$ cat config.mk
export PLATFORM = sky130hd
export DESIGN_NAME = command_queue_flat
export DESIGN_NICKNAME = d
export VERILOG_FILES = /design/src/rtl/command_queue_pkg.sv /design/src/rtl/command_queue_if.sv /design/src/rtl/command_queue_cmd_fifo_mem.sv /design/src/rtl/command_queue.sv /design/src/flat_wrapper.sv
export SDC_FILE = /design/constraint.sdc
export NUM_CORES = 1
export LEC_CHECK = 0
export CORE_AREA = 2 2 144 146
export CTS_BUF_LIST = sky130_fd_sc_hd__clkbuf_2
export CTS_CLUSTER_SIZE = 8
export DETAILED_ROUTE_END_ITERATION = 8
export DIE_AREA = 0 0 146 148
export HOLD_SLACK_MARGIN = 0.15
export PLACE_DENSITY = 0.7
export SLEW_MARGIN = 25
export SYNTH_ARGS = -nofsm -noshare
export SYNTH_HDL_FRONTEND = slang
export SYNTH_SLANG_ARGS = --single-unit
$ cat constraint.sdc
create_clock -name clk -period 4.26 [get_ports clk]
set_clock_uncertainty 0.2 [all_clocks]
set_input_delay 0.426 -clock clk [delete_from_list [all_inputs] [get_ports clk]]
set_output_delay 0.426 -clock clk [all_outputs]
set_load 0.05 [all_outputs]
$ cat src/rtl/command_queue_pkg.sv
// Shared CPU constants for fetch, decode and the command queue between them.
package command_queue_pkg;

   localparam int CQ_DATA_W = 14;
   localparam int CQ_CMD_W  = 2 * CQ_DATA_W;
   localparam int CQ_DEPTH  = 8;
   localparam int CQ_PTR_W  = $clog2(CQ_DEPTH);

   typedef logic [CQ_DATA_W-1:0] rom_word_t;
   typedef logic [CQ_CMD_W-1:0]  cmd_t;

   // First ROM word lands in the upper half of the command.
   function automatic cmd_t pack_cmd(input rom_word_t hi, input rom_word_t lo);
      return {hi, lo};
   endfunction

endpackage

$ cat src/rtl/command_queue_if.sv
// Fetch/decode side signals of the command queue, bundled for port hookup.
interface command_queue_if
   import command_queue_pkg::*;
#(
   parameter int DATA_W = CQ_DATA_W,
   parameter int DEPTH  = CQ_DEPTH
);
   localparam int PTR_W = $clog2(DEPTH);

   logic                  comm_write;
   logic [DATA_W-1:0]     word_in;
   logic                  comm_read;
   logic                  flush;
   logic [2*DATA_W-1:0]   command_out;
   logic                  pause_READ;
   logic                  pause_DECODE;
   logic                  half_pending;
   logic [PTR_W:0]        count;
   logic                  overflow;
   logic                  underflow;

   // Driven by fetch/decode (or a bench standing in for them).
   modport master (
      output comm_write, word_in, comm_read, flush,
      input  command_out, pause_READ, pause_DECODE, half_pending,
             count, overflow, underflow
   );

   // The queue itself.
   modport slave (
      input  comm_write, word_in, comm_read, flush,
      output command_out, pause_READ, pause_DECODE, half_pending,
             count, overflow, underflow
   );
endinterface

$ cat src/rtl/command_queue_cmd_fifo_mem.sv
// Command storage: DEPTH x CMD_W registers, synchronous write, asynchronous read.
// The array is deliberately not reset; validity is tracked by the queue count.
module cmd_fifo_mem
   import command_queue_pkg::*;
#(
   parameter int CMD_W = CQ_CMD_W,
   parameter int DEPTH = CQ_DEPTH,
   parameter int PTR_W = $clog2(DEPTH)
) (
   input  logic             clk,
   input  logic             we_i,
   input  logic [PTR_W-1:0] waddr_i,
   input  logic [CMD_W-1:0] wdata_i,
   input  logic [PTR_W-1:0] raddr_i,
   output logic [CMD_W-1:0] rdata_o
);

   logic [CMD_W-1:0] mem_q [DEPTH];

   // Store one assembled command per write strobe.
   always_ff @(posedge clk) begin
      if (we_i) begin
         mem_q[waddr_i] <= wdata_i;
      end
   end

   assign rdata_o = mem_q[raddr_i];

endmodule

$ cat src/rtl/command_queue.sv
// Two-word command assembler and FIFO between ROM fetch and decode.
// Pairs of ROM words become one command; decode pops commands from the head.
// Full/empty come from the count so pointers can wrap freely.
module command_queue
   import command_queue_pkg::*;
#(
   parameter int DATA_W = CQ_DATA_W,
   parameter int DEPTH  = CQ_DEPTH
) (
   input  logic           clk,
   input  logic           reset,
   command_queue_if.slave cq
);

   localparam int PTR_W = $clog2(DEPTH);
   localparam int CMD_W = 2 * DATA_W;
   localparam logic [PTR_W:0] FULL_CNT = (PTR_W + 1)'(DEPTH);

   logic [DATA_W-1:0] high_q,   high_d;
   logic              half_q,   half_d;
   logic [PTR_W-1:0]  wr_ptr_q, wr_ptr_d;
   logic [PTR_W-1:0]  rd_ptr_q, rd_ptr_d;
   logic [PTR_W:0]    count_q,  count_d;
   logic              ovf_q,    ovf_d;
   logic              unf_q,    unf_d;

   logic              full;
   logic              empty;
   logic              wr_acc;
   logic              rd_acc;
   logic              complete;
   logic [CMD_W-1:0]  head_cmd;

   // Acceptance is judged on pre-edge state; flush overrides both strobes.
   always_comb begin
      full     = (count_q == FULL_CNT);
      empty    = (count_q == '0);
      wr_acc   = cq.comm_write & ~full  & ~cq.flush;
      rd_acc   = cq.comm_read  & ~empty & ~cq.flush;
      complete = wr_acc & half_q;

      high_d   = high_q;
      half_d   = half_q;
      wr_ptr_d = wr_ptr_q;
      rd_ptr_d = rd_ptr_q;
      count_d  = count_q;
      ovf_d    = ovf_q;
      unf_d    = unf_q;

      if (cq.flush) begin
         // Stored data and sticky flags survive a flush.
         half_d   = 1'b0;
         wr_ptr_d = '0;
         rd_ptr_d = '0;
         count_d  = '0;
      end else begin
         if (wr_acc) begin
            if (half_q) begin
               wr_ptr_d = wr_ptr_q + PTR_W'(1);
               half_d   = 1'b0;
            end else begin
               high_d = cq.word_in;
               half_d = 1'b1;
            end
         end
         if (rd_acc) begin
            rd_ptr_d = rd_ptr_q + PTR_W'(1);
         end
         case ({complete, rd_acc})
            2'b10:   count_d = count_q + (PTR_W + 1)'(1);
            2'b01:   count_d = count_q - (PTR_W + 1)'(1);
            default: count_d = count_q;
         endcase
         // No read bypass: a read against an empty queue is always an underflow.
         if (cq.comm_write && full) begin
            ovf_d = 1'b1;
         end
         if (cq.comm_read && empty) begin
            unf_d = 1'b1;
         end
      end
   end

   // Queue control state.
   always_ff @(posedge clk or negedge reset) begin
      if (!reset) begin
         high_q   <= '0;
         half_q   <= 1'b0;
         wr_ptr_q <= '0;
         rd_ptr_q <= '0;
         count_q  <= '0;
         ovf_q    <= 1'b0;
         unf_q    <= 1'b0;
      end else begin
         high_q   <= high_d;
         half_q   <= half_d;
         wr_ptr_q <= wr_ptr_d;
         rd_ptr_q <= rd_ptr_d;
         count_q  <= count_d;
         ovf_q    <= ovf_d;
         unf_q    <= unf_d;
      end
   end

   cmd_fifo_mem #(
      .CMD_W (CMD_W),
      .DEPTH (DEPTH),
      .PTR_W (PTR_W)
   ) u_mem (
      .clk     (clk),
      .we_i    (complete),
      .waddr_i (wr_ptr_q),
      .wdata_i ({high_q, cq.word_in}),
      .raddr_i (rd_ptr_q),
      .rdata_o (head_cmd)
   );

   // Head command is masked to zero when nothing valid is queued.
   assign cq.command_out  = empty ? '0 : head_cmd;
   assign cq.pause_READ   = full;
   assign cq.pause_DECODE = empty;
   assign cq.half_pending = half_q;
   assign cq.count        = count_q;
   assign cq.overflow     = ovf_q;
   assign cq.underflow    = unf_q;

endmodule

$ cat src/flat_wrapper.sv
// flat-port wrapper written by rule: the top's interface ports become plain ports
module command_queue_flat import command_queue_pkg::*;
#(
   parameter int DATA_W = CQ_DATA_W,
   parameter int DEPTH  = CQ_DEPTH
)
  (clk, reset, cq_comm_write, cq_word_in, cq_comm_read, cq_flush, cq_command_out, cq_pause_READ, cq_pause_DECODE, cq_half_pending, cq_count, cq_overflow, cq_underflow);
  command_queue_if #(.DATA_W(DATA_W), .DEPTH(DEPTH)) cq_i ();
  input  logic clk;
  input  logic reset;
  input wire logic [$bits(cq_i.comm_write)-1:0] cq_comm_write;
  input wire logic [$bits(cq_i.word_in)-1:0] cq_word_in;
  input wire logic [$bits(cq_i.comm_read)-1:0] cq_comm_read;
  input wire logic [$bits(cq_i.flush)-1:0] cq_flush;
  output wire logic [$bits(cq_i.command_out)-1:0] cq_command_out;
  output wire logic [$bits(cq_i.pause_READ)-1:0] cq_pause_READ;
  output wire logic [$bits(cq_i.pause_DECODE)-1:0] cq_pause_DECODE;
  output wire logic [$bits(cq_i.half_pending)-1:0] cq_half_pending;
  output wire logic [$bits(cq_i.count)-1:0] cq_count;
  output wire logic [$bits(cq_i.overflow)-1:0] cq_overflow;
  output wire logic [$bits(cq_i.underflow)-1:0] cq_underflow;
  assign cq_i.comm_write = cq_comm_write;
  assign cq_i.word_in = cq_word_in;
  assign cq_i.comm_read = cq_comm_read;
  assign cq_i.flush = cq_flush;
  assign cq_command_out = cq_i.command_out;
  assign cq_pause_READ = cq_i.pause_READ;
  assign cq_pause_DECODE = cq_i.pause_DECODE;
  assign cq_half_pending = cq_i.half_pending;
  assign cq_count = cq_i.count;
  assign cq_overflow = cq_i.overflow;
  assign cq_underflow = cq_i.underflow;
  command_queue #(.DATA_W(DATA_W), .DEPTH(DEPTH)) u_core (.clk(clk), .reset(reset), .cq(cq_i));
endmodule
# Yosys cells after proc, flatten, opt, wreduce, memory -nomap -nowiden
# Memory sizes are Yosys's and may differ from the RTL's.
# Cells that the tools add are included.
# totals
ff_bits,27
mem_bits_rw,224
inputBits,19
n_memories,1
# op_classes
n_addsub,4
eq_ne,3
n_mux,13
bitwise,9
n_reduce_logical,11
# mem_list
memory,words,width,read_ports,rd_clocked_by_memory_dff,wr,line_no,text
u_core.u_mem.mem_q,8,28,1,0,1,command_queue_cmd_fifo_mem.sv:18,logic [CMD_W-1:0] mem_q [DEPTH];
# op_table
op,count
$mux 28,1
$mux 3,5
$pmux 4 s2,1
$add 3x1->3 const B,2
$reduce_and 2->1,3
$reduce_bool 2->1,3
$and 1x1->1,5
$mux 1,5
$add 4x1->4 const B,1
$eq 4x4->1 const B,1
$logic_not 4->1,1
$mux 4,1
$not 1->1,4
$sub 4x1->4 const B,1
$reduce_and 3->1,1
$reduce_bool 3->1,1
$eq 2x1->1 const B,1
$eq 2x2->1 const B,1
$logic_and 1x1->1,2

# Depth between registers and ports, before layout
# Gate-level depths: netlist of the first run.
# depth
depth_word,8
depth_mapped,11
depth_no_buf,9

# Cells and area by module
# Synthesis of the first run repeated with hierarchy kept, for this count alone.
# unflattened
hier_cells,470
hier_area_um2,9923.3
# by_module_without_submodules
module,instances,cells_each,area_each_um2,seq_area_each_um2
cmd_fifo_mem,1,336,8481.9,6726.5
command_queue,1,134,1441.4,675.6

# Worst setup path after synthesis of the first run
# Ideal clock, no wire load.
# synth_path
path_type,register to register
from,reg u_core.count_q[0] (netlist: u_core.cq.count[0])
to,"mem u_core.u_mem.mem_q[0][0] (netlist name), enable pin"
setup_time_ps,483
t_arrival_ps,3888
required_ps,3577
slack_ps,-311
path_stages_with_launch,6
n_path_buf,2
period_less_slack_ps,4571
cell_sequence,dfrtp_1 buf_6 or4b_1 buf_6 nand2_1 nor4_1
# synth_between
elab_chain_len,7
# synth_lines
element,line_no,text
start: declaration,command_queue.sv:23,"logic [PTR_W:0] count_q, count_d;"
start signal: assignment,command_queue.sv:99,count_q <= count_d;
$eq 4x4->1,command_queue.sv:36,full = (count_q == FULL_CNT);
$not 1->1,command_queue.sv:38,wr_acc = cq.comm_write & ~full & ~cq.flush;
$and 1x1->1 (2 in series),command_queue.sv:38,
$and 1x1->1,command_queue.sv:40,complete = wr_acc & half_q;
$mux 1,command_queue_cmd_fifo_mem.sv:22,if (we_i) begin
$mux 1 (implied by the code),command_queue_cmd_fifo_mem.sv:23,mem_q[waddr_i] <= wdata_i;
end: declaration,command_queue_cmd_fifo_mem.sv:18,
# Every way passes these cells.

# Final worst setup path of the first run
# layout_path
from,reg u_core.rd_ptr_q[1]
to,out cq_command_out[16]
# layout_between
elab_chain_len,2
# layout_lines
element,line_no,text
start: declaration,command_queue.sv:22,"logic [PTR_W-1:0] rd_ptr_q, rd_ptr_d;"
start signal: assignment,command_queue.sv:98,rd_ptr_q <= rd_ptr_d;
$mem_v2 8x28,n/a,
$mux 28,command_queue.sv:119,assign cq.command_out = empty ? '0 : head_cmd;
end: declaration,flat_wrapper.sv:15,output wire logic [$bits(cq_i.command_out)-1:0] cq_command_out;
# Every way passes these cells.

==> metrics.txt, run 1 <==
# TYPE chip_impl_metric gauge
chip_impl_info{name="outcome",value="completed"} 1
chip_impl_metric{name="worst-endpoint-arrival",unit="ns"} 3.21
chip_impl_metric{name="synth_top_area_share",unit=""} 0.681
chip_impl_metric{name="power.sequential.fraction",unit=""} 0.580
chip_impl_metric{name="async_flop_share",unit=""} 0.108
chip_impl_metric{name="grt_start_max_net_pins",unit=""} 43
chip_impl_metric{name="postSynthAreaPerCell",unit="sq um"} 20.4
chip_impl_info{name="synth.most_common_cell",value="sky130_fd_sc_hd__edfxtp_1"} 1
chip_impl_metric{name="cts.sink_count",unit=""} 251
chip_impl_metric{name="powerDensity",unit="nW/um^2"} 435
chip_impl_metric{name="ys_seq_area_frac",unit=""} 0.750
chip_impl_metric{name="cp_max_fo",unit=""} 42
chip_impl_metric{name="gp_congestion",unit=""} 0.771
chip_impl_metric{name="max-vdd-ir-drop",unit="uV"} 157
chip_impl_metric{name="clock_latency_reported_for_the_late_side_of_the_worst_skew_pair",unit="ns"} 0.80
chip_impl_metric{name="max-cap-violations",unit=""} 0
chip_impl_metric{name="route.antenna.remaining_nets",unit=""} 0
chip_impl_info{name="crit_slowest_cell",value="sky130_fd_sc_hd__clkdlybuf4s50_1"} 1
chip_impl_metric{name="floorplan.initialDensity",unit=""} 0.493
chip_impl_metric{name="final_max_slew_viol_count",unit=""} 0
chip_impl_metric{name="gr-usage-met2",unit=""} 0.307
chip_impl_info{name="netlist_top_cells_count",value="sky130_fd_sc_hd__edfxtp_1, sky130_fd_sc_hd__mux4_2, sky130_fd_sc_hd__nor2_1"} 1
chip_impl_metric{name="core_area",unit="sq um"} 20000
chip_impl_metric{name="count_of_state_elements_after_synthesis",unit=""} 251
chip_impl_info{name="crit_chain",value="buf_12 > mux4_2 > mux2i_1 > nor2_1 > clkdlybuf4s50_1"} 1
chip_impl_metric{name="cts_made_buffers",unit=""} 58
chip_impl_metric{name="grtUsageTotal",unit=""} 0.183
chip_impl_metric{name="max_slew_headroom",unit=""} 0.449
chip_impl_metric{name="power_leakage",unit="uW"} 0.00376
chip_impl_metric{name="std_cell_rows",unit=""} 52
chip_impl_metric{name="ioPinCount",unit=""} 56
chip_impl_info{name="yosys.area.top_type",value="sky130_fd_sc_hd__edfxtp_1"} 1
chip_impl_metric{name="power.share.switching",unit=""} 0.271
chip_impl_info{name="ctsRootBufferMaster",value="sky130_fd_sc_hd__clkbuf_2"} 1
chip_impl_metric{name="mappedNetlistArea",unit="sq um"} 9870
chip_impl_info{name="rsz_0062_raised_after_global_routing",value="no"} 1
chip_impl_metric{name="dp_hpwl",unit="um"} 10200
chip_impl_metric{name="net-switching-power",unit="uW"} 1360
chip_impl_metric{name="route.vias.total",unit=""} 5024
chip_impl_metric{name="drive_gt1_frac",unit=""} 0.311
chip_impl_metric{name="ys_warn_count",unit=""} 0
chip_impl_metric{name="die_height",unit="um"} 148
chip_impl_metric{name="total_power",unit="uW"} 5010
chip_impl_metric{name="worst_pin_slew",unit="ns"} 0.826
chip_impl_metric{name="slowest_delay",unit="ns"} 0.86
chip_impl_metric{name="worstPathRequired",unit="ns"} 3.63
chip_impl_metric{name="grt.met1_usage",unit=""} 0.243
chip_impl_metric{name="drt_pass1_iterations",unit=""} 4
chip_impl_metric{name="wirelength_per_cell",unit="um"} 20.9
chip_impl_metric{name="synth_enable_flop_cells",unit=""} 224
chip_impl_metric{name="cts.htree.levels",unit=""} 2
chip_impl_metric{name="cts.clk_slew.worst_paths",unit="ns"} 0.11
chip_impl_metric{name="min_period_over_period",unit=""} 0.900
chip_impl_metric{name="setup_tns",unit="ns"} 0
chip_impl_info{name="worstSetupPathType",value="flop to output pin"} 1
chip_impl_metric{name="clk_path_buf_depth",unit=""} 3
chip_impl_info{name="end_kind",value="output pin"} 1
chip_impl_metric{name="cts_resized",unit=""} 0
chip_impl_metric{name="syn-num-nets",unit=""} 507
chip_impl_info{name="worst_hold_path_type",value="input port to flop"} 1
chip_impl_info{name="synth_top_cells_by_area",value="sky130_fd_sc_hd__edfxtp_1, sky130_fd_sc_hd__mux4_2, sky130_fd_sc_hd__dfrtp_1"} 1
chip_impl_metric{name="finalHoldViolations",unit=""} 0
chip_impl_metric{name="fmax",unit="MHz"} 261
chip_impl_metric{name="met3_usage",unit=""} 0.0410
chip_impl_metric{name="wl",unit="um"} 19300
chip_impl_metric{name="io_buffers",unit=""} 55
chip_impl_metric{name="area.growth.synth_to_final",unit="%"} 16.6
chip_impl_metric{name="die_extent_in_x",unit="um"} 146
chip_impl_metric{name="drc",unit=""} 0
chip_impl_metric{name="count_of_distinct_cell_types_in_the_synthesized_netlist",unit=""} 45
chip_impl_metric{name="finalSetupViolCount",unit=""} 0
chip_impl_metric{name="min_period",unit="ns"} 3.83
chip_impl_info{name="crit_path_start_kind",value="flop"} 1
chip_impl_metric{name="gr-total-overflow",unit=""} 0
chip_impl_metric{name="p_int",unit="uW"} 3650
chip_impl_metric{name="netlist_instances",unit=""} 484
chip_impl_metric{name="nNetsFinal",unit=""} 627
chip_impl_metric{name="power.share.combinational",unit=""} 0.128
chip_impl_metric{name="first_global_vias",unit=""} 5462
chip_impl_metric{name="first_iter_violations",unit=""} 375
chip_impl_metric{name="die_ar",unit="sq um"} 21600
chip_impl_metric{name="vias_per_cell",unit=""} 5.44
chip_impl_info{name="grt_most_used_layer",value="met2"} 1
chip_impl_info{name="cts_tree",value="done"} 1
chip_impl_info{name="dominantRegCellSynth",value="sky130_fd_sc_hd__edfxtp_1"} 1
chip_impl_metric{name="clock_power_share",unit=""} 0.292
chip_impl_metric{name="antenna_violations_before_repair",unit=""} 1
chip_impl_metric{name="wire_length_of_the_first_global_routing_pass",unit="um"} 30000
-- placed cells by master (no fill, tap or decap), drive strengths merged, types with 2 or more instances in the layout --
| master | synthesis | layout |
|---|---|---|
| nand2b | 2 | 2 |
| ha | 4 | 4 |
| nor4 | 2 | 2 |
| dlygate4sd3 | 0 | 12 |
| clkbuf | 11 | 93 |
| inv | 1 | 2 |
| buf | 13 | 17 |
| mux4 | 56 | 56 |
| mux2 | 14 | 14 |
| edfxtp | 224 | 224 |
| o2111ai | 2 | 2 |
| nor2 | 40 | 40 |
| a21oi | 5 | 5 |
| nor3 | 7 | 7 |
| xor2 | 5 | 5 |
| nand2 | 10 | 10 |
| clkinv | 1 | 15 |
| clkdlybuf4s50 | 0 | 55 |
| nand4 | 4 | 4 |
| mux2i | 29 | 29 |
| nand3 | 4 | 4 |
| dfrtp | 27 | 27 |
| o21ai | 2 | 2 |
-- path summary, 6_finish.rpt --
| path | startpoint | end | slack (ns) | depth (start not counted) |
|---|---|---|---|---|
| min | cq_word_in[12] | u_core.u_mem.mem_q[3][12] | 0.23 | 1 |
| min reg2reg | u_core.cq.underflow | u_core.cq.underflow | 0.29 | 1 |
| max in group asynchronous | reset | u_core.high_q[8] | 3.13 | 3 |
| max | u_core.rd_ptr_q[1] | cq_command_out[16] | 0.43 | 5 |
| max reg2reg | u_core.cq.count[1] | u_core.cq.count[3] | 1.04 | 9 |
| min in group asynchronous | reset | u_core.high_q[12] | 0.37 | 3 |
-- flip-flops by register name (all words and copies together), names as in the netlist --
name                    cells
u_core.cq.underflow         1
u_core.cq.half_pending      1
u_core.cq.count             4
u_core.wr_ptr_q             3
u_core.cq.overflow          1
u_core.rd_ptr_q             3
u_core.u_mem.mem_q        224
u_core.high_q              14
-- critical path: cells and delay by family, from the launching register on --
family	cells	cell delay, ns
buf+inv	2	1.17
flops	1	0.67
mux	2	0.31
simple gates	1	0.25
-- final cells by class --
type / count / area [sq um]
Antenna cell: 1 / 2.50
Inverter: 2 / 20.0
Sequential cell: 251 / 7410
Tap cell: 270 / 338
Timing Repair Buffer: 84 / 836
Fill cell: 1605 / 8530
Clock inverter: 15 / 60.1
Multi-Input combinational cell: 207 / 2380
Clock buffer: 93 / 465
-- layer usage --
metal / up-vias / part of all wire / wire length (um)
met1: 2594 / 0.41 / 7890
met3: 18 / 0.068 / 1310
met5: - / 0 / 0
met4: 0 / 0.012 / 228
met2: 156 / 0.51 / 9830
li1: 2256 / - / -
-- per-stage QoR --
stage / std cells / area, sq um / utilization / hold slack [ns] / setup slack (ns)
floorplan: 484 / 9880 / - / -0.0696 / 0.112
global placement: 801 / 10800 / 0.541 / 0.239 / 0.916
detailed placement: 801 / 10800 / 0.541 / 0.256 / 0.774
CTS: 921 / 11500 / 0.573 / 0.152 / 0.0698
global route: 923 / 11500 / 0.574 / 0.159 / 0.191
finish: 923 / 11500 / 0.574 / 0.228 / 0.427
-- repair_timing --
item	in CTS	in global routing
endpoints found under the setup margin	0	12
buffers inserted	0	1
hold buffers	12	0
endpoints found under the hold margin	79	0
-- logic make-up after synthesis --
logic type / Yosys count / synth area share
flops: 251 / 0.750
mux: 99 / 0.173
xor+xnor: 6 / 0.00532
simple gates: 78 / 0.0373
fa+ha+maj: 4 / 0.00507
buf+inv: 26 / 0.0141
compound gates: 20 / 0.0153
-- power by group through the flow --
stage	clock, uW	combinational, uW	sequential [uW]
6_report	1460	643	2900
5_1_grt	1640	685	2920
4_1_cts	1520	633	2910
3_5_place_dp	0	623	2970
3_3_place_gp	0	617	2950
2_1_floorplan	0	425	2930
(Power assumes the default switching activity.)
==> run 2, diff against run 1 <==
Settings changed: ABC_AREA from default to 1, CORE_AREA 2 2 144 146 to 2 2 146 148, DIE_AREA 0 0 146 148 to 0 0 148 150.
==> metrics.txt, run 2 <==
# TYPE chip_impl_metric gauge
chip_impl_metric{name="worstPathRequired",unit="ns"} 3.63
chip_impl_metric{name="cts.clk_slew.worst_paths",unit="ns"} 0.11
chip_impl_metric{name="dp_hpwl",unit="um"} 11900
chip_impl_metric{name="final_max_slew_viol_count",unit=""} 0
chip_impl_metric{name="core_area",unit="sq um"} 20700
chip_impl_metric{name="nNetsFinal",unit=""} 889
chip_impl_metric{name="drt_pass1_iterations",unit=""} 5
chip_impl_metric{name="netlist_instances",unit=""} 772
chip_impl_metric{name="setup_tns",unit="ns"} 0
chip_impl_metric{name="io_buffers",unit=""} 55
chip_impl_info{name="worst_hold_path_type",value="input port to flop"} 1
chip_impl_metric{name="worst_hold_path_cell_count",unit=""} 1
chip_impl_metric{name="route.vias.total",unit=""} 6437
chip_impl_metric{name="wire_length_of_the_first_global_routing_pass",unit="um"} 33800
chip_impl_metric{name="largest_reg_flops",unit=""} 224
chip_impl_metric{name="first_global_vias",unit=""} 6324
chip_impl_metric{name="synth_enable_flop_cells",unit=""} 224
chip_impl_info{name="worstSetupPathType",value="flop to output pin"} 1
chip_impl_metric{name="postSynthAreaPerCell",unit="sq um"} 13.1
chip_impl_info{name="max_flop_register",value="u_core.u_mem.mem_q"} 1
chip_impl_metric{name="area.sequential",unit="sq um"} 7410
chip_impl_metric{name="clk_path_buf_depth",unit=""} 3
chip_impl_metric{name="worst_pin_slew",unit="ns"} 0.655
chip_impl_metric{name="gp_congestion",unit=""} 0.727
chip_impl_metric{name="ioPinCount",unit=""} 56
chip_impl_info{name="final_common_cell",value="sky130_fd_sc_hd__nor2_1"} 1
chip_impl_metric{name="multiInputGateArea",unit="sq um"} 2450
chip_impl_metric{name="vias_per_cell",unit=""} 5.41
chip_impl_metric{name="drc",unit=""} 0
chip_impl_metric{name="ys_seq_area_frac",unit=""} 0.732
chip_impl_metric{name="count_of_state_elements_after_synthesis",unit=""} 251
chip_impl_info{name="synth.most_common_cell",value="sky130_fd_sc_hd__nor2_1"} 1
chip_impl_metric{name="wirelength_per_cell",unit="um"} 17.9
chip_impl_metric{name="min_period_over_period",unit=""} 0.936
chip_impl_metric{name="syn-num-nets",unit=""} 795
chip_impl_info{name="outcome",value="completed"} 1
chip_impl_metric{name="nFillCells",unit=""} 1705
chip_impl_metric{name="gr-total-overflow",unit=""} 0
chip_impl_metric{name="die_height",unit="um"} 150
chip_impl_metric{name="first_iter_violations",unit=""} 575
chip_impl_metric{name="die_ar",unit="sq um"} 22200
chip_impl_metric{name="finalSetupViolCount",unit=""} 0
chip_impl_info{name="ctsRootBufferMaster",value="sky130_fd_sc_hd__clkbuf_2"} 1
chip_impl_metric{name="worstRegToRegCells",unit=""} 7
chip_impl_metric{name="hold_ws",unit="ns"} 0.234
chip_impl_metric{name="floorplan.initialDensity",unit=""} 0.489
chip_impl_metric{name="finalCoreUtilization",unit=""} 0.561
chip_impl_metric{name="grt_start_max_net_pins",unit=""} 87
chip_impl_metric{name="worst-endpoint-arrival",unit="ns"} 3.36
chip_impl_metric{name="max-vdd-ir-drop",unit="uV"} 345
chip_impl_metric{name="min_period",unit="ns"} 3.99
chip_impl_metric{name="count_of_distinct_cell_types_in_the_synthesized_netlist",unit=""} 34
chip_impl_metric{name="async_flop_share",unit=""} 0.108
chip_impl_metric{name="finalHoldViolations",unit=""} 0
chip_impl_info{name="cts_tree",value="done"} 1
chip_impl_metric{name="ys_warn_count",unit=""} 0
chip_impl_metric{name="clock_latency_reported_for_the_late_side_of_the_worst_skew_pair",unit="ns"} 0.80
chip_impl_metric{name="wl",unit="um"} 21300
chip_impl_metric{name="powerDensity",unit="nW/um^2"} 604
chip_impl_metric{name="yosys.area_share.adder",unit=""} 0.00495
chip_impl_metric{name="cts.htree.levels",unit=""} 2
chip_impl_metric{name="max_slew_headroom",unit=""} 0.562
chip_impl_info{name="synth_top_cells_by_area",value="sky130_fd_sc_hd__edfxtp_1, sky130_fd_sc_hd__nor2_1, sky130_fd_sc_hd__dfrtp_1"} 1
chip_impl_info{name="end_kind",value="output pin"} 1
chip_impl_info{name="netlist_top_cells_count",value="sky130_fd_sc_hd__nor2_1, sky130_fd_sc_hd__edfxtp_1, sky130_fd_sc_hd__o21ai_0"} 1
chip_impl_metric{name="grtUsageTotal",unit=""} 0.197
chip_impl_metric{name="total_power",unit="uW"} 7010
chip_impl_metric{name="synth_compound_area_frac",unit=""} 0.0999
chip_impl_metric{name="synthXorXnorAreaFrac",unit=""} 0.00173
chip_impl_metric{name="route.antenna.remaining_nets",unit=""} 0
chip_impl_info{name="dominantRegCellSynth",value="sky130_fd_sc_hd__edfxtp_1"} 1
chip_impl_metric{name="synth_top_area_share",unit=""} 0.665
chip_impl_info{name="dominant_combinational_cell_family_by_area_after_synthesis",value="simple AND/OR/NAND/NOR gates"} 1
chip_impl_info{name="rsz_0062_raised_after_global_routing",value="no"} 1
chip_impl_info{name="yosys.area.top_type",value="sky130_fd_sc_hd__edfxtp_1"} 1
chip_impl_metric{name="cts_made_buffers",unit=""} 58
chip_impl_metric{name="cts.sink_count",unit=""} 251
chip_impl_metric{name="area.growth.synth_to_final",unit="%"} 14.7
chip_impl_info{name="layout.cells.most_common_list",value="sky130_fd_sc_hd__nor2_1, sky130_fd_sc_hd__edfxtp_1, sky130_fd_sc_hd__clkbuf_2"} 1
chip_impl_metric{name="mappedNetlistArea",unit="sq um"} 10100
chip_impl_metric{name="max-cap-violations",unit=""} 0
chip_impl_metric{name="synth-simple-area-share",unit=""} 0.112
chip_impl_metric{name="antenna_violations_before_repair",unit=""} 1
chip_impl_metric{name="fmax",unit="MHz"} 251
chip_impl_metric{name="die_extent_in_x",unit="um"} 148
chip_impl_metric{name="yosys-mux-area-fraction",unit=""} 0.0189
chip_impl_metric{name="power_leakage",unit="uW"} 0.00409
chip_impl_metric{name="drive_gt1_frac",unit=""} 0.172
chip_impl_metric{name="std_cell_rows",unit=""} 53
chip_impl_metric{name="cp_max_fo",unit=""} 86
chip_impl_info{name="crit_path_start_kind",value="flop"} 1
## run 2: cell types whose count changed in the layout (fill, tap and decap cells not counted), moves of 9 or more
cell,previous run,this run
sky130_fd_sc_hd__nor2_1,37,229
sky130_fd_sc_hd__o21ai_0,2,80
sky130_fd_sc_hd__mux4_2,56,0
sky130_fd_sc_hd__o32ai_1,0,56
sky130_fd_sc_hd__mux2i_1,29,0
sky130_fd_sc_hd__nand2_1,10,26
sky130_fd_sc_hd__inv_1,1,14
sky130_fd_sc_hd__o21ai_1,0,12
sky130_fd_sc_hd__mux2_2,14,5
sky130_fd_sc_hd__mux2_4,0,9
sky130_fd_sc_hd__nor2_4,0,9
## run 2: logic make-up (layout without fill, tap and decap cells)
group                      after synthesis  count (layout)
AOI/OAI and AO/OA                      155             155
xor gates and xnor gates                 2               2
adders and majority gates                4               4
buffers and inverters                   67             209
DFF                                    251             251
muxes                                   14              14
other                                    0               1
and+or+nand+nor                        279             279
## run 2: through the flow
step | setup slack [ns] | cell area [sq um] | instances
2_1_floorplan | 0.483 | 10100 | 772
3_3_place_gp | 1.03 | 11000 | 1074
3_5_place_dp | 0.995 | 11000 | 1074
4_1_cts | 0.0402 | 11600 | 1189
5_1_grt | 0.00312 | 11600 | 1190
6_report | 0.272 | 11600 | 1190
## run 2: cell type report
| cell class | instances | area share |
|---|---|---|
| sequential | 251 | 0.638 |
| clock inverter | 15 | 0.00485 |
| multi-input combinational | 454 | 0.211 |
| antenna | 1 | 0.000216 |
| tap | 275 | 0.0296 |
| inverter | 21 | 0.00690 |
| clock buffer | 93 | 0.0401 |
| timing repair buffer | 80 | 0.0684 |
## run 2: metal layers
metal  vias up  share of wire  track usage
li1       3045              -            -
met5         -              0            0
met2       178           0.50        0.324
met3        37          0.053       0.0421
met4         0          0.019       0.0843
met1      3177           0.43        0.257
## run 2: final timing paths
| kind | startpoint | end | slack, ns |
|---|---|---|---|
| setup reg to reg | u_core.cq.count[0] | u_core.u_mem.mem_q[3][7] | 1.95 |
| hold / removal | cq_word_in[11] | u_core.u_mem.mem_q[1][11] | 0.23 |
| max in group asynchronous | reset | u_core.rd_ptr_q[0] | 3.23 |
| setup / recovery | u_core.rd_ptr_q[0] | cq_command_out[2] | 0.27 |
| min in group asynchronous | reset | u_core.cq.overflow | 0.33 |
| hold reg to reg | u_core.cq.overflow | u_core.cq.overflow | 0.29 |
## run 2: worst max-delay path, cell delays in order, from the launching register on
cell and delay (ns):
sky130_fd_sc_hd__dfrtp_4 0.62, sky130_fd_sc_hd__clkinv_2 0.11, sky130_fd_sc_hd__buf_12 0.32, sky130_fd_sc_hd__nor2_1 0.08, sky130_fd_sc_hd__o32ai_1 0.26, sky130_fd_sc_hd__o21ai_0 0.16, sky130_fd_sc_hd__nor2_1 0.19, sky130_fd_sc_hd__clkdlybuf4s50_1 0.83
## run 2: repair_timing
item | CTS | global route
gates resized for setup | 0 | 2
endpoints found under the setup margin | 0 | 21
hold buffers | 7 | 0
setup buffers | 0 | 0
endpoints found under the hold margin | 41 | 0
## run 2: power breakdown
| group | total [uW] | switching, uW | internal, uW |
|---|---|---|---|
| clock | 1450 | 878 | 572 |
| sequential | 3070 | 204 | 2870 |
| combinational | 2490 | 1660 | 831 |
==> run 3, diff against run 2 <==
Settings changed: CTS_BUF_LIST sky130_fd_sc_hd__clkbuf_2 to sky130_fd_sc_hd__clkbuf_8.
==> metrics.txt, run 3 (synthesized netlist as in run 2, its figures left out) <==
# TYPE chip_impl_metric gauge
chip_impl_metric{name="drive_gt1_frac",unit=""} 0.120
chip_impl_info{name="final_common_cell",value="sky130_fd_sc_hd__nor2_1"} 1
chip_impl_info{name="critical_register_to_register_path_startpoint",value="u_core.cq.count[0]"} 1
chip_impl_metric{name="min_period_over_period",unit=""} 0.896
chip_impl_metric{name="cts_hold_buf",unit=""} 1
chip_impl_metric{name="clock_latency_reported_for_the_late_side_of_the_worst_skew_pair",unit="ns"} 0.52
chip_impl_metric{name="drc",unit=""} 0
chip_impl_info{name="cpLargestDelayFamily",value="buffers and inverters"} 1
chip_impl_metric{name="worst_hold_path_cell_count",unit=""} 1
chip_impl_metric{name="gp_congestion",unit=""} 0.727
chip_impl_metric{name="first_global_vias",unit=""} 6099
chip_impl_metric{name="route.vias.total",unit=""} 6244
chip_impl_metric{name="clk_path_buf_depth",unit=""} 3
chip_impl_metric{name="finalSetupViolCount",unit=""} 0
chip_impl_metric{name="powerDensity",unit="nW/um^2"} 624
chip_impl_info{name="critical_path.startpoint",value="u_core.rd_ptr_q[1]"} 1
chip_impl_metric{name="drt_pass1_iterations",unit=""} 5
chip_impl_info{name="worstSetupPathType",value="flop to output pin"} 1
chip_impl_metric{name="slowest_delay",unit="ns"} 0.89
chip_impl_metric{name="max-cap-violations",unit=""} 0
chip_impl_metric{name="wl",unit="um"} 21200
chip_impl_metric{name="route.antenna.remaining_nets",unit=""} 0
chip_impl_metric{name="core_area",unit="sq um"} 20700
chip_impl_info{name="layout.cells.most_common_list",value="sky130_fd_sc_hd__nor2_1, sky130_fd_sc_hd__edfxtp_1, sky130_fd_sc_hd__o21ai_0"} 1
chip_impl_metric{name="first_iter_violations",unit=""} 556
chip_impl_metric{name="fmax",unit="MHz"} 262
chip_impl_info{name="crit_chain",value="buf_12 > o21ai_0 > o32ai_1 > o21ai_1 > nor2_1 > clkdlybuf4s50_1"} 1
chip_impl_metric{name="finalHoldViolations",unit=""} 0
chip_impl_info{name="ctsRootBufferMaster",value="sky130_fd_sc_hd__clkbuf_8"} 1
chip_impl_metric{name="worstRegToRegCells",unit=""} 7
chip_impl_metric{name="worstPathRequired",unit="ns"} 3.63
chip_impl_metric{name="min_period",unit="ns"} 3.82
chip_impl_metric{name="final_max_slew_viol_count",unit=""} 0
chip_impl_info{name="max_flop_register",value="u_core.u_mem.mem_q"} 1
chip_impl_metric{name="wirelength_per_cell",unit="um"} 18.5
chip_impl_info{name="crit_slowest_cell",value="sky130_fd_sc_hd__dfrtp_2"} 1
chip_impl_metric{name="total_setup_buffers_inserted_after_cts",unit=""} 0
chip_impl_metric{name="grtUsageTotal",unit=""} 0.195
chip_impl_metric{name="vias_per_cell",unit=""} 5.46
chip_impl_info{name="crit_path_start_kind",value="flop"} 1
chip_impl_metric{name="ioPinCount",unit=""} 56
chip_impl_metric{name="nFillCells",unit=""} 1673
chip_impl_metric{name="std_cell_rows",unit=""} 53
chip_impl_info{name="outcome",value="completed"} 1
chip_impl_metric{name="area.growth.synth_to_final",unit="%"} 15.5
chip_impl_metric{name="floorplan.initialDensity",unit=""} 0.489
chip_impl_metric{name="cts_made_buffers",unit=""} 39
chip_impl_metric{name="cp_max_fo",unit=""} 67
chip_impl_metric{name="die_ar",unit="sq um"} 22200
chip_impl_metric{name="max-vdd-ir-drop",unit="uV"} 352
chip_impl_metric{name="critical_path_depth",unit=""} 6
chip_impl_info{name="hold_path.startpoint",value="u_core.cq.overflow"} 1
chip_impl_metric{name="wire_length_of_the_first_global_routing_pass",unit="um"} 33300
chip_impl_metric{name="setup_tns",unit="ns"} 0
chip_impl_metric{name="worst-endpoint-arrival",unit="ns"} 3.19
chip_impl_info{name="end_kind",value="output pin"} 1
chip_impl_metric{name="placed_cells",unit=""} 1074
chip_impl_metric{name="cts.clk_slew.worst_paths",unit="ns"} 0.06
chip_impl_metric{name="cts_resized",unit=""} 0
chip_impl_metric{name="finalCoreUtilization",unit=""} 0.565
chip_impl_metric{name="worst_pin_slew",unit="ns"} 0.837
chip_impl_metric{name="die_height",unit="um"} 150
chip_impl_metric{name="final_cells",unit=""} 1143
chip_impl_metric{name="antenna_violations_before_repair",unit=""} 0
chip_impl_metric{name="critPathBufInv",unit=""} 2
chip_impl_metric{name="power_leakage",unit="uW"} 0.00407
chip_impl_metric{name="largest_reg_flops",unit=""} 224
chip_impl_info{name="worst_hold_path_type",value="flop to flop"} 1
chip_impl_metric{name="dp_hpwl",unit="um"} 11900
chip_impl_metric{name="max_slew_headroom",unit=""} 0.442
chip_impl_metric{name="die_extent_in_x",unit="um"} 148
chip_impl_metric{name="cts.htree.levels",unit=""} 2
chip_impl_metric{name="cts.sink_count",unit=""} 251
chip_impl_metric{name="io_buffers",unit=""} 55
chip_impl_metric{name="nNetsFinal",unit=""} 864
chip_impl_metric{name="insertedDiodeCount",unit=""} 0
chip_impl_info{name="rsz_0062_raised_after_global_routing",value="no"} 1
chip_impl_info{name="cts_tree",value="done"} 1
chip_impl_metric{name="gr-total-overflow",unit=""} 0
chip_impl_metric{name="grt_start_max_net_pins",unit=""} 87
[run 3: cell count changes in the layout (fill, tap and decap cells not counted), moves of 6 or more]
cell | previous run | this run
sky130_fd_sc_hd__clkbuf_2 | 93 | 0
sky130_fd_sc_hd__clkbuf_8 | 0 | 41
sky130_fd_sc_hd__inv_1 | 14 | 37
sky130_fd_sc_hd__clkinv_1 | 14 | 4
sky130_fd_sc_hd__dlygate4sd3_1 | 7 | 1
[run 3: worst paths after layout]
path,end,slack [ns]
min in group asynchronous,u_core.cq.overflow,0.63
setup / recovery,cq_command_out[9],0.44
hold / removal,u_core.cq.overflow,0.27
setup reg to reg,u_core.u_mem.mem_q[3][11],1.98
hold reg to reg,u_core.cq.overflow,0.27
max in group asynchronous,u_core.rd_ptr_q[0],2.93
[run 3: layout make-up]
class / instances / area, sq um / share of cell area
Tap cell: 275 / 344 / 0.0295
Clock buffer: 41 / 564 / 0.0483
Inverter: 21 / 80.1 / 0.00686
Multi-Input combinational cell: 454 / 2450 / 0.210
Sequential cell: 251 / 7400 / 0.634
Timing Repair Buffer: 74 / 733 / 0.0628
Clock inverter: 27 / 101 / 0.00868
[run 3: metal layers]
| metal | GRT usage | vias up | wire length, um |
|---|---|---|---|
| met3 | 0.0360 | 35 | 1150 |
| met5 | 0 | - | 0 |
| met4 | 0.0700 | 0 | 423 |
| met1 | 0.263 | 3073 | 9200 |
| li1 | - | 2947 | - |
| met2 | 0.319 | 189 | 10400 |
[run 3: power by group]
group | internal (uW) | switching (uW) | total (uW)
clock | 881 | 854 | 1730
sequential | 2870 | 205 | 3070
combinational | 828 | 1660 | 2480
[run 3: through the flow]
step / total power (uW) / instance area [sq um] / setup WS (ns) / hold slack (ns)
floorplan: 4840 / 10100 / 0.483 / -0.0696
global placement: 5600 / 11000 / 1.03 / 0.264
detailed placement: 5620 / 11000 / 0.995 / 0.265
CTS: 7360 / 11700 / 0.413 / 0.280
global route: 7660 / 11700 / 0.235 / 0.310
finish: 7290 / 11700 / 0.441 / 0.273
